## src/rtl/buffet_linebuf_sequencer.sv

```systemverilog
// Line-buffer sequencer for a single buffet feeding a ROWS-tall stencil.
// Forwards upstream pushes into the buffet. Walks stencil columns (rows inner,
// columns outer) as read indices relative to the buffet head. Tags returned
// data with its stencil row, and retires consumed rows with shrink requests.
//
// Handshakes: every channel transfers on a cycle where valid and ready are both
// high at the rising edge. A valid never depends on its own ready.
module buffet_linebuf_sequencer #(
    parameter int unsigned DATA_WIDTH = 16,
    parameter int unsigned IDX_WIDTH  = 16,
    parameter int unsigned IMG_WIDTH  = 64,
    parameter int unsigned IMG_HEIGHT = 64,
    parameter int unsigned ROWS       = 3,
    parameter int unsigned MAX_OUT    = 4
) (
    input  logic                  clk,
    input  logic                  rst,
    input  logic                  start,
    output logic                  done,
    input  logic [DATA_WIDTH-1:0] in_data,
    input  logic                  in_valid,
    output logic                  in_ready,
    output logic [DATA_WIDTH-1:0] push_data,
    output logic                  push_valid,
    input  logic                  push_ready,
    output logic [IDX_WIDTH-1:0]  read_idx,
    output logic                  read_valid,
    input  logic                  read_ready,
    input  logic [DATA_WIDTH-1:0] rdata,
    input  logic                  rdata_valid,
    output logic                  rdata_ready,
    output logic [IDX_WIDTH-1:0]  shrink_size,
    output logic                  shrink_valid,
    input  logic                  shrink_ready,
    output logic [DATA_WIDTH-1:0] out_data,
    output logic [1:0]            out_row,
    output logic                  out_valid,
    input  logic                  out_ready,
    output logic [2:0]            state_dbg
);

    localparam int unsigned CNT_W = IDX_WIDTH + 8;
    localparam int unsigned OUT_W = $clog2(MAX_OUT + 1);
    localparam int unsigned PTR_W = (MAX_OUT > 1) ? $clog2(MAX_OUT) : 1;

    localparam logic [CNT_W-1:0]     FRAME_PIX  = CNT_W'(IMG_WIDTH * IMG_HEIGHT);
    localparam logic [CNT_W-1:0]     COL_SPAN   = CNT_W'((ROWS - 1) * IMG_WIDTH + 1);
    localparam logic [IDX_WIDTH-1:0] ROW_STRIDE = IDX_WIDTH'(IMG_WIDTH);
    localparam logic [IDX_WIDTH-1:0] LAST_X     = IDX_WIDTH'(IMG_WIDTH - 1);
    localparam logic [IDX_WIDTH-1:0] LAST_Y     = IDX_WIDTH'(IMG_HEIGHT - ROWS);
    localparam logic [1:0]           LAST_R     = 2'(ROWS - 1);
    localparam logic [IDX_WIDTH-1:0] SZ_ROW     = IDX_WIDTH'(IMG_WIDTH);
    localparam logic [IDX_WIDTH-1:0] SZ_LAST    = IDX_WIDTH'(ROWS * IMG_WIDTH);
    localparam logic [OUT_W-1:0]     OUT_MAX    = OUT_W'(MAX_OUT);
    localparam logic [PTR_W-1:0]     PTR_LAST   = PTR_W'(MAX_OUT - 1);

    typedef enum logic [2:0] {
        S_IDLE   = 3'd0,
        S_FILL   = 3'd1,
        S_READ   = 3'd2,
        S_SHRINK = 3'd3,
        S_DONE   = 3'd4
    } state_t;

    state_t                 state_q, state_d;
    logic [CNT_W-1:0]       pushed_q, pushed_d;
    logic [CNT_W-1:0]       retired_q, retired_d;
    logic [IDX_WIDTH-1:0]   x_q, x_d;
    logic [1:0]             r_q, r_d;
    logic [IDX_WIDTH-1:0]   y_q, y_d;
    logic [OUT_W-1:0]       out_cnt_q, out_cnt_d;
    logic [PTR_W-1:0]       wr_ptr_q, wr_ptr_d;
    logic [PTR_W-1:0]       rd_ptr_q, rd_ptr_d;
    logic [1:0]             tag_q [MAX_OUT];
    logic [1:0]             tag_d [MAX_OUT];

    logic                   push_en;
    logic                   push_fire;
    logic                   read_fire;
    logic                   ret_fire;
    logic                   shrink_fire;
    logic [CNT_W-1:0]       occ;
    logic [CNT_W-1:0]       occ_next;
    logic [IDX_WIDTH-1:0]   row_off;
    logic [IDX_WIDTH-1:0]   idx_now;
    logic                   resident;

    // Pass-through paths between upstream, buffet and downstream.
    assign push_data   = in_data;
    assign push_valid  = in_valid & push_en;
    assign in_ready    = push_ready & push_en;
    assign out_data    = rdata;
    assign out_valid   = rdata_valid;
    assign rdata_ready = out_ready;
    assign out_row     = tag_q[rd_ptr_q];
    assign read_idx    = idx_now;
    assign state_dbg   = state_q;

    // Next-state, counters, request generation and tag FIFO bookkeeping.
    always_comb begin
        state_d      = state_q;
        retired_d    = retired_q;
        x_d          = x_q;
        r_d          = r_q;
        y_d          = y_q;
        wr_ptr_d     = wr_ptr_q;
        rd_ptr_d     = rd_ptr_q;
        tag_d        = tag_q;
        done         = 1'b0;
        read_valid   = 1'b0;
        read_fire    = 1'b0;
        shrink_valid = 1'b0;
        shrink_fire  = 1'b0;
        shrink_size  = '0;

        push_en   = (state_q != S_IDLE) && (pushed_q < FRAME_PIX);
        push_fire = in_valid & push_ready & push_en;
        pushed_d  = pushed_q + CNT_W'(push_fire);
        occ       = pushed_q - retired_q;
        // The fill check looks at occupancy including this cycle's push so
        // that reads can start the cycle right after the enabling push.
        occ_next  = pushed_d - retired_q;
        row_off   = IDX_WIDTH'(r_q) * ROW_STRIDE;
        idx_now   = x_q + row_off;
        resident  = occ > {{(CNT_W - IDX_WIDTH){1'b0}}, idx_now};

        case (state_q)
            S_IDLE: begin
                if (start) begin
                    state_d   = S_FILL;
                    pushed_d  = '0;
                    retired_d = '0;
                    x_d       = '0;
                    r_d       = '0;
                    y_d       = '0;
                end
            end
            S_FILL: begin
                if (occ_next >= (CNT_W'(x_q) + COL_SPAN)) begin
                    state_d = S_READ;
                end
            end
            S_READ: begin
                read_valid = (out_cnt_q < OUT_MAX) && resident;
                read_fire  = read_valid && read_ready;
                if (read_fire) begin
                    if (r_q == LAST_R) begin
                        r_d = '0;
                        if (x_q == LAST_X) begin
                            x_d     = '0;
                            state_d = S_SHRINK;
                        end else begin
                            x_d = x_q + 1'b1;
                        end
                    end else begin
                        r_d = r_q + 1'b1;
                    end
                end
            end
            S_SHRINK: begin
                shrink_valid = (out_cnt_q == '0);
                shrink_size  = (y_q == LAST_Y) ? SZ_LAST : SZ_ROW;
                shrink_fire  = shrink_valid && shrink_ready;
                if (shrink_fire) begin
                    retired_d = retired_q + CNT_W'(shrink_size);
                    x_d       = '0;
                    r_d       = '0;
                    y_d       = y_q + 1'b1;
                    state_d   = (y_q == LAST_Y) ? S_DONE : S_FILL;
                end
            end
            S_DONE: begin
                done    = 1'b1;
                state_d = S_IDLE;
            end
            default: begin
                state_d = S_IDLE;
            end
        endcase

        // Returns only count against reads actually in flight.
        ret_fire  = rdata_valid & out_ready & (out_cnt_q != '0);
        out_cnt_d = out_cnt_q + OUT_W'(read_fire) - OUT_W'(ret_fire);

        if (read_fire) begin
            tag_d[wr_ptr_q] = r_q;
            wr_ptr_d        = (wr_ptr_q == PTR_LAST) ? '0 : wr_ptr_q + 1'b1;
        end
        if (ret_fire) begin
            rd_ptr_d = (rd_ptr_q == PTR_LAST) ? '0 : rd_ptr_q + 1'b1;
        end
    end

    // State register; reset clears every counter and the tag FIFO.
    always_ff @(posedge clk) begin
        if (rst) begin
            state_q   <= S_IDLE;
            pushed_q  <= '0;
            retired_q <= '0;
            x_q       <= '0;
            r_q       <= '0;
            y_q       <= '0;
            out_cnt_q <= '0;
            wr_ptr_q  <= '0;
            rd_ptr_q  <= '0;
            tag_q     <= '{default: '0};
        end else begin
            state_q   <= state_d;
            pushed_q  <= pushed_d;
            retired_q <= retired_d;
            x_q       <= x_d;
            r_q       <= r_d;
            y_q       <= y_d;
            out_cnt_q <= out_cnt_d;
            wr_ptr_q  <= wr_ptr_d;
            rd_ptr_q  <= rd_ptr_d;
            tag_q     <= tag_d;
        end
    end

endmodule
```

## config.mk

```make
export PLATFORM = sky130hd
export DESIGN_NAME = buffet_linebuf_sequencer
export DESIGN_NICKNAME = d
export VERILOG_FILES = /design/src/rtl/buffet_linebuf_sequencer.sv
export SDC_FILE = /design/constraint.sdc
export NUM_CORES = 1
export LEC_CHECK = 0
export BUFFER_PORTS_ARGS = -buffer_cell sky130_fd_sc_hd__buf_2
export CORE_AREA = 2 2 128 130
export DETAILED_ROUTE_END_ITERATION = 7
export DIE_AREA = 0 0 130 132
export PLACE_DENSITY = 0.88
export REMOVE_ABC_BUFFERS = 1
export SLEW_MARGIN = 20
export SYNTH_ARGS = -nofsm -noshare
export SYNTH_HDL_FRONTEND = slang
export SYNTH_SLANG_ARGS = --single-unit
export TNS_END_PERCENT = 1
```

## constraint.sdc

```tcl
create_clock -name clk -period 5.5 [get_ports clk]
set_clock_uncertainty 0.2 [all_clocks]
set_input_delay 0.55 -clock clk [delete_from_list [all_inputs] [get_ports clk]]
set_output_delay 0.55 -clock clk [all_outputs]
set_load 0.005 [all_outputs]
```

==> Word-level counts from Yosys, hierarchy flattened <==
Cells that the tools add are included.
{ "totals": {"reg_bits": 100, "wordCells": 111} }
{ "op_classes": {"n_mux": 40, "magnitude_cmp": 7, "n_reduce_logical": 15, "bitwise_logic": 8, "add_sub_neg": 13, "eq_ne": 15} }
{ "ops": {"columns": ["cell", "n"], "rows": [
  ["$mux 16", 6],
  ["$mux 24", 4],
  ["$pmux 16 s3", 1],
  ["$pmux 24 s2", 1],
  ["$sub 24x24->24", 2],
  ["$add 16x1->16 const B", 2],
  ["$eq 16x6->1 const B", 2],
  ["$pmux 16 s2", 1],
  ["$add 24x1->24", 1],
  ["$add 24x8->24", 1],
  ["$ge 24x17->1", 1],
  ["$gt 24x16->1", 1],
  ["$lt 24x13->1 const B", 1],
  ["$mux 3", 7],
  ["$mux 2", 9],
  ["$add 16x8->17 const B", 1],
  ["$add 16x8->16", 1],
  ["$mux 8", 2],
  ["$ne 2x2->1 const B", 6],
  ["$pmux 3 s4", 1],
  ["$reduce_bool 3->1", 3],
  ["$bwmux 8", 1],
  ["$add 2x1->2 const B", 3],
  ["$and 1x1->1", 6],
  ["21 further kinds", 34]
]} }

==> Longest topological paths before layout <==
{ "depth": {"ltp_word": 8, "ltp_mapped": 29, "mapped_depth_nobuf": 27} }

==> Worst setup path before layout <==
OpenSTA, ideal clock, no wires.
{ "synth_path": {"path_type": "flip-flop to flip-flop", "from": "register state_q[2], in the netlist state_dbg[2]", "to": "register state_q[1], in the netlist state_dbg[1]", "path_stages_with_launch": 29, "slack_ps": -104, "setup_ps": 115, "path_buffers": 2, "t_arrival_ps": 5288, "required_ps": 5185, "period_less_slack_ps": 5604, "cell_sequence": "dfxtp_1 clkbuf_1 nor3_1 nand4b_1 nor3_1 ha_1 nand4_1 nor2_1 and2_1 clkbuf_1 nand2_1 xnor2_1 ha_1 a21oi_1 o21ai_0 nor2b_1 o21ai_0 nor2b_1 o21bai_1 a21oi_1 xnor2_1 ha_1 a21oi_1 nor2b_1 a2111oi_0 o41ai_1 a2111oi_0 o2111ai_1 and3_1"} }
{ "synth_via": {"elab_chain_cells": 8} }
{ "synth_rtl": {"columns": ["item", "line", "source"], "rows": [
  ["start, declared", "65", "state_t state_q, state_d;"],
  ["start signal, assigned", "208", "state_q <= state_d;"],
  ["$reduce_bool 3->1", "116", "push_en = (state_q != S_IDLE) && (pushed_q < FRAME_PIX);"],
  ["$logic_and 1x1->1", "116", null],
  ["$and 1x1->1", "117", "push_fire = in_valid & push_ready & push_en;"],
  ["$add 24x1->24", "118", "pushed_d = pushed_q + CNT_W'(push_fire);"],
  ["$sub 24x24->24", "122", "occ_next = pushed_d - retired_q;"],
  ["$ge 24x17->1", "139", "if (occ_next >= (CNT_W'(x_q) + COL_SPAN)) begin"],
  ["$ne 2x2->1 (no line)", null, null],
  ["$reduce_and 6->1 (no line)", null, null]
]} }
Several ways; a longest one is shown, not always the timed one.
A chain may end at the register's enable or synchronous reset.

==> Worst setup path in the final report <==
{ "layout_path": {"from": "register pushed_q[23]", "to": "register state_q[1], in the netlist state_dbg[1]"} }
{ "layout_via": {"elab_chain_cells": 8} }
{ "layout_rtl": {"columns": ["item", "line", "source"], "rows": [
  ["start, declared", "66", "logic [CNT_W-1:0] pushed_q, pushed_d;"],
  ["start signal, assigned", "209", "pushed_q <= pushed_d;"],
  ["$lt 24x13->1", "116", null],
  ["$logic_and 1x1->1", "116", null],
  ["$and 1x1->1", "117", null],
  ["$add 24x1->24", "118", null],
  ["$sub 24x24->24", "122", null],
  ["$ge 24x17->1", "139", null],
  ["$ne 2x2->1 (no line)", null, null],
  ["$reduce_and 6->1 (no line) (*)", null, null]
]} }
Every way passes the cells marked *; elsewhere a longest branch is shown, timed or not.

==> results.ini <==
[clock_network]
numCtsBuffers=9
cts-htree-levels=3
clkSinkCount=94
clk_pin_slew_ns=0.07
insertion_delay_ns=0.36
cts_root_buffer=clkbuf_16
clk_path_buf_depth=2
cts_tree=built

[yosys]
syn_avg_cell_area_um2=7.82
ys_seq_area_share_pct=22.6
yosysWarnings=0
synthMuxAreaShare_pct=2.89
yosys.area_share.simple_pct=23.7
synth_compound_area_share_pct=16.3
async_reset_ff_share_pct=0
synth_top_family_by_area=simple AND/OR/NAND/NOR gates
synth_xor_area_share_pct=10.9
yosysUniqueCellTypes=80
synth_flop_cell=dfxtp_1
synthAdderAreaFrac_pct=13.7
ys_ff_latch=94
synth_area_um2=8320
syn_inst=1064
synth_edf_count=0

[routing]
drt-pass1-iter-count=5
ant_nets=0
vias=7838
wl_um=23600
drt_iter0_drc=651
vias_per_cell=5.91
drc=0
detail_route.wl_per_cell_um=17.8

[hold_path]
min-delay-start=tag_q[5]
holdPathEnd=tag_q[5]
whs_path_depth=2
min_path_type=reg -> reg

[cells_and_area]
drive_above_1_share_pct=16.8
regArea_um2=1880
nets=1235
area_growth_pct=12.5
multi_input_area_um2=5930
nFillCells=1246
final_core_util_pct=59.6
diodes=0

[setup_path]
cp.arrival_ns=5.62
required_ns=5.56
cp_top_family=compound AO/OA/AOI/OAI gates
worstSetupPathType=reg -> reg
cpPeakStageDelay_ns=0.40
endpoint_kind=register
r2r_end=state_dbg[1]
path_max_fanout=3
path_cells=nor4_4 -> nand4b_1 -> nor3_2 -> buf_4 -> ha_4 -> nand4_1 -> or2_4 -> xnor2_1 -> ha_1 -> nand2_1 -> o31ai_4 -> o31ai_2 -> buf_4 -> o311a_1 -> xnor2_1 -> ha_1 -> a21oi_1 -> nor2b_1 -> a2111oi_4 -> o41ai_2 -> a2111oi_2 -> o2111ai_2 -> and3_1
reg2regPathDepth=23
reg2reg_slack_ns=-0.06
cpMaxStageDelayCell=o311a_1
reg2reg_from=pushed_q[23]
cp-start-kind=register
cp_num_buf_inv=2

[floorplan]
core_um2=15700
die_h_um=132
rows=46
io_pins=117
start_util_pct=52.9
dieArea_um2=17200
die_w_um=130

[sta]
hold_viol_final=0
min_period_over_period_pct=101
rsz0062_at_grt=yes
worst_slack_ns=-0.0618
fmax_ghz=0.180
fin_crit_ns=5.56
relSlewSlack_pct=43.9
tightest_slew_ns=0.841
hold_slack_ns=0.268
slew_viol_final=0
finalSetupViolCount=1

[power_and_ir_drop]
clockPowerShare_pct=37.9
p_seq_share_pct=39.4
switching_share_pct=30.2
p_comb_share_pct=22.7
p_int_mw=1.27
power_leakage_nw=3.98
ir_worst_vdd_mv=0.192
power_density_nw_per_um2=194
p_switching_uw=549
p_total_mw=1.82

[status]
status=finished with violations
violations=negative setup slack

[place]
gp_congestion=0.998
io_buffers=38
dpl.hpwl_um=17400

[grt]
grt_first_pass_wirelength_um=36300
overflow=0
grt_antenna_before_repair=0
grt_pass1_vias=7265
grt_max_degree=57
grt_usage_pct=26.4

[flow_run]
drv.max_cap_violation_count=0

==> logic make-up after synthesis <==
logic type | after synthesis
flip-flops | 94
AND/OR/NAND/NOR | 394
other | 2
adder cells (fa/ha/maj) | 89
XOR/XNOR | 103
buffers and inverters | 160
AO/OA/AOI/OAI | 201
multiplexers | 21
==> through the flow <==
step	setup WS [ns]	area [µm²]	TNS (ns)	cells
after CTS	0.00712	9120	0	1318
after global routing	-0.320	9360	-0.668	1326
after global placement	0.0774	8710	0	1300
after detailed placement	-0.350	8710	-0.583	1300
after floorplan	0.104	7820	0	989
final	-0.0618	9360	-0.0618	1326
==> how the worst max path moves through the flow <==
stage | from | end | cells past startpoint
2_1_floorplan | state_dbg[2] | state_dbg[1] | 26
3_3_place_gp | pushed_q[21] | state_dbg[1] | 26
3_5_place_dp | pushed_q[23] | state_dbg[1] | 26
4_1_cts | retired_q[6] | out_cnt_q[2] | 25
5_1_grt | pushed_q[23] | state_dbg[1] | 24
6_report | pushed_q[23] | state_dbg[1] | 23
==> cell usage in the layout (no fill, tap or decap), types with 30 or more instances in the layout <==
cell / netlist / final
ha_1: 86 / 79
nor2_1: 107 / 103
o21ai_0: 33 / 30
dfxtp_1: 94 / 92
buf_2: 4 / 38
nand2_1: 80 / 79
nand3_1: 37 / 37
buf_4: 54 / 67
a21oi_1: 54 / 49
xnor2_1: 71 / 70
inv_1: 69 / 69
==> metal layers <==
layer / GRT usage [%] / part of all wire, % / up-vias
met5: 2.65 / 0 / -
met4: 9.92 / 3.3 / 0
met3: 6.09 / 8.3 / 55
met2: 43.8 / 47 / 375
met1: 32.8 / 41 / 3659
li1: - / - / 3749
==> area by class of cell <==
type	count	area share, %
Multi-Input combinational cell	826	63.4
Timing Repair Buffer	105	7.41
Sequential cell	94	20.1
Clock buffer	9	2.41
Inverter	69	2.77
Tap cell	216	2.89
Clock inverter	7	1.04
==> timing repair <==
| item | in CTS | in global routing |
|---|---|---|
| hold buffers | 0 | 0 |
| setup buffers | 2 | 8 |
| setup endpoints to repair | 2 | 5 |
| resized for setup | 14 | 38 |
| pin swaps | 13 | 24 |
==> sequential cells by signal (all words and copies together) (netlist names) <==
register	cells
y_q	16
x_q	16
wr_ptr_q	2
tag_q	8
out_cnt_q	3
r_q	2
retired_q	18
pushed_q	24
rd_ptr_q	2
state_dbg	3
==> power groups by stage <==
stage	Combinational (mW)	Sequential [mW]	Clock, mW
2_1_floorplan	0.259	0.730	0
3_3_place_gp	0.366	0.731	0
3_5_place_dp	0.376	0.732	0
4_1_cts	0.390	0.717	0.690
5_1_grt	0.449	0.719	0.716
6_report	0.412	0.717	0.689
==> worst reg2reg max path: stages, from the launching register on <==
cell and delay, ns:
dfxtp_2 0.34, nor4_4 0.31, nand4b_1 0.29, nor3_2 0.24, buf_4 0.16, ha_4 0.12, nand4_1 0.17, or2_4 0.32
xnor2_1 0.15, ha_1 0.33, nand2_1 0.12, o31ai_4 0.24, o31ai_2 0.12, buf_4 0.14, o311a_1 0.40, xnor2_1 0.15
ha_1 0.20, a21oi_1 0.13, nor2b_1 0.09, a2111oi_4 0.28, o41ai_2 0.13, a2111oi_2 0.40, o2111ai_2 0.21, and3_1 0.23
==> synth_stat cells, drive strengths merged, types with 7 or more instances <==
cell	count	area [µm²]
a31oi	11	68.8
xor2	32	288
nor2	107	402
and3	16	100
ha	86	1080
a21oi	57	297
dfxtp	94	1880
a21o	25	188
nand2	80	300
or3	18	114
nor3	29	150
o22ai	7	43.8
nand2b	8	50.1
clkbuf	30	113
xnor2	71	622
nor3b	7	57.6
nor2b	27	169
nand3	38	195
mux2i	15	150
inv	69	259
nand4	27	169
buf	61	444
nor4	11	68.8
o211ai	8	65.1
o21ai	44	243
(Power assumes the default switching activity.)
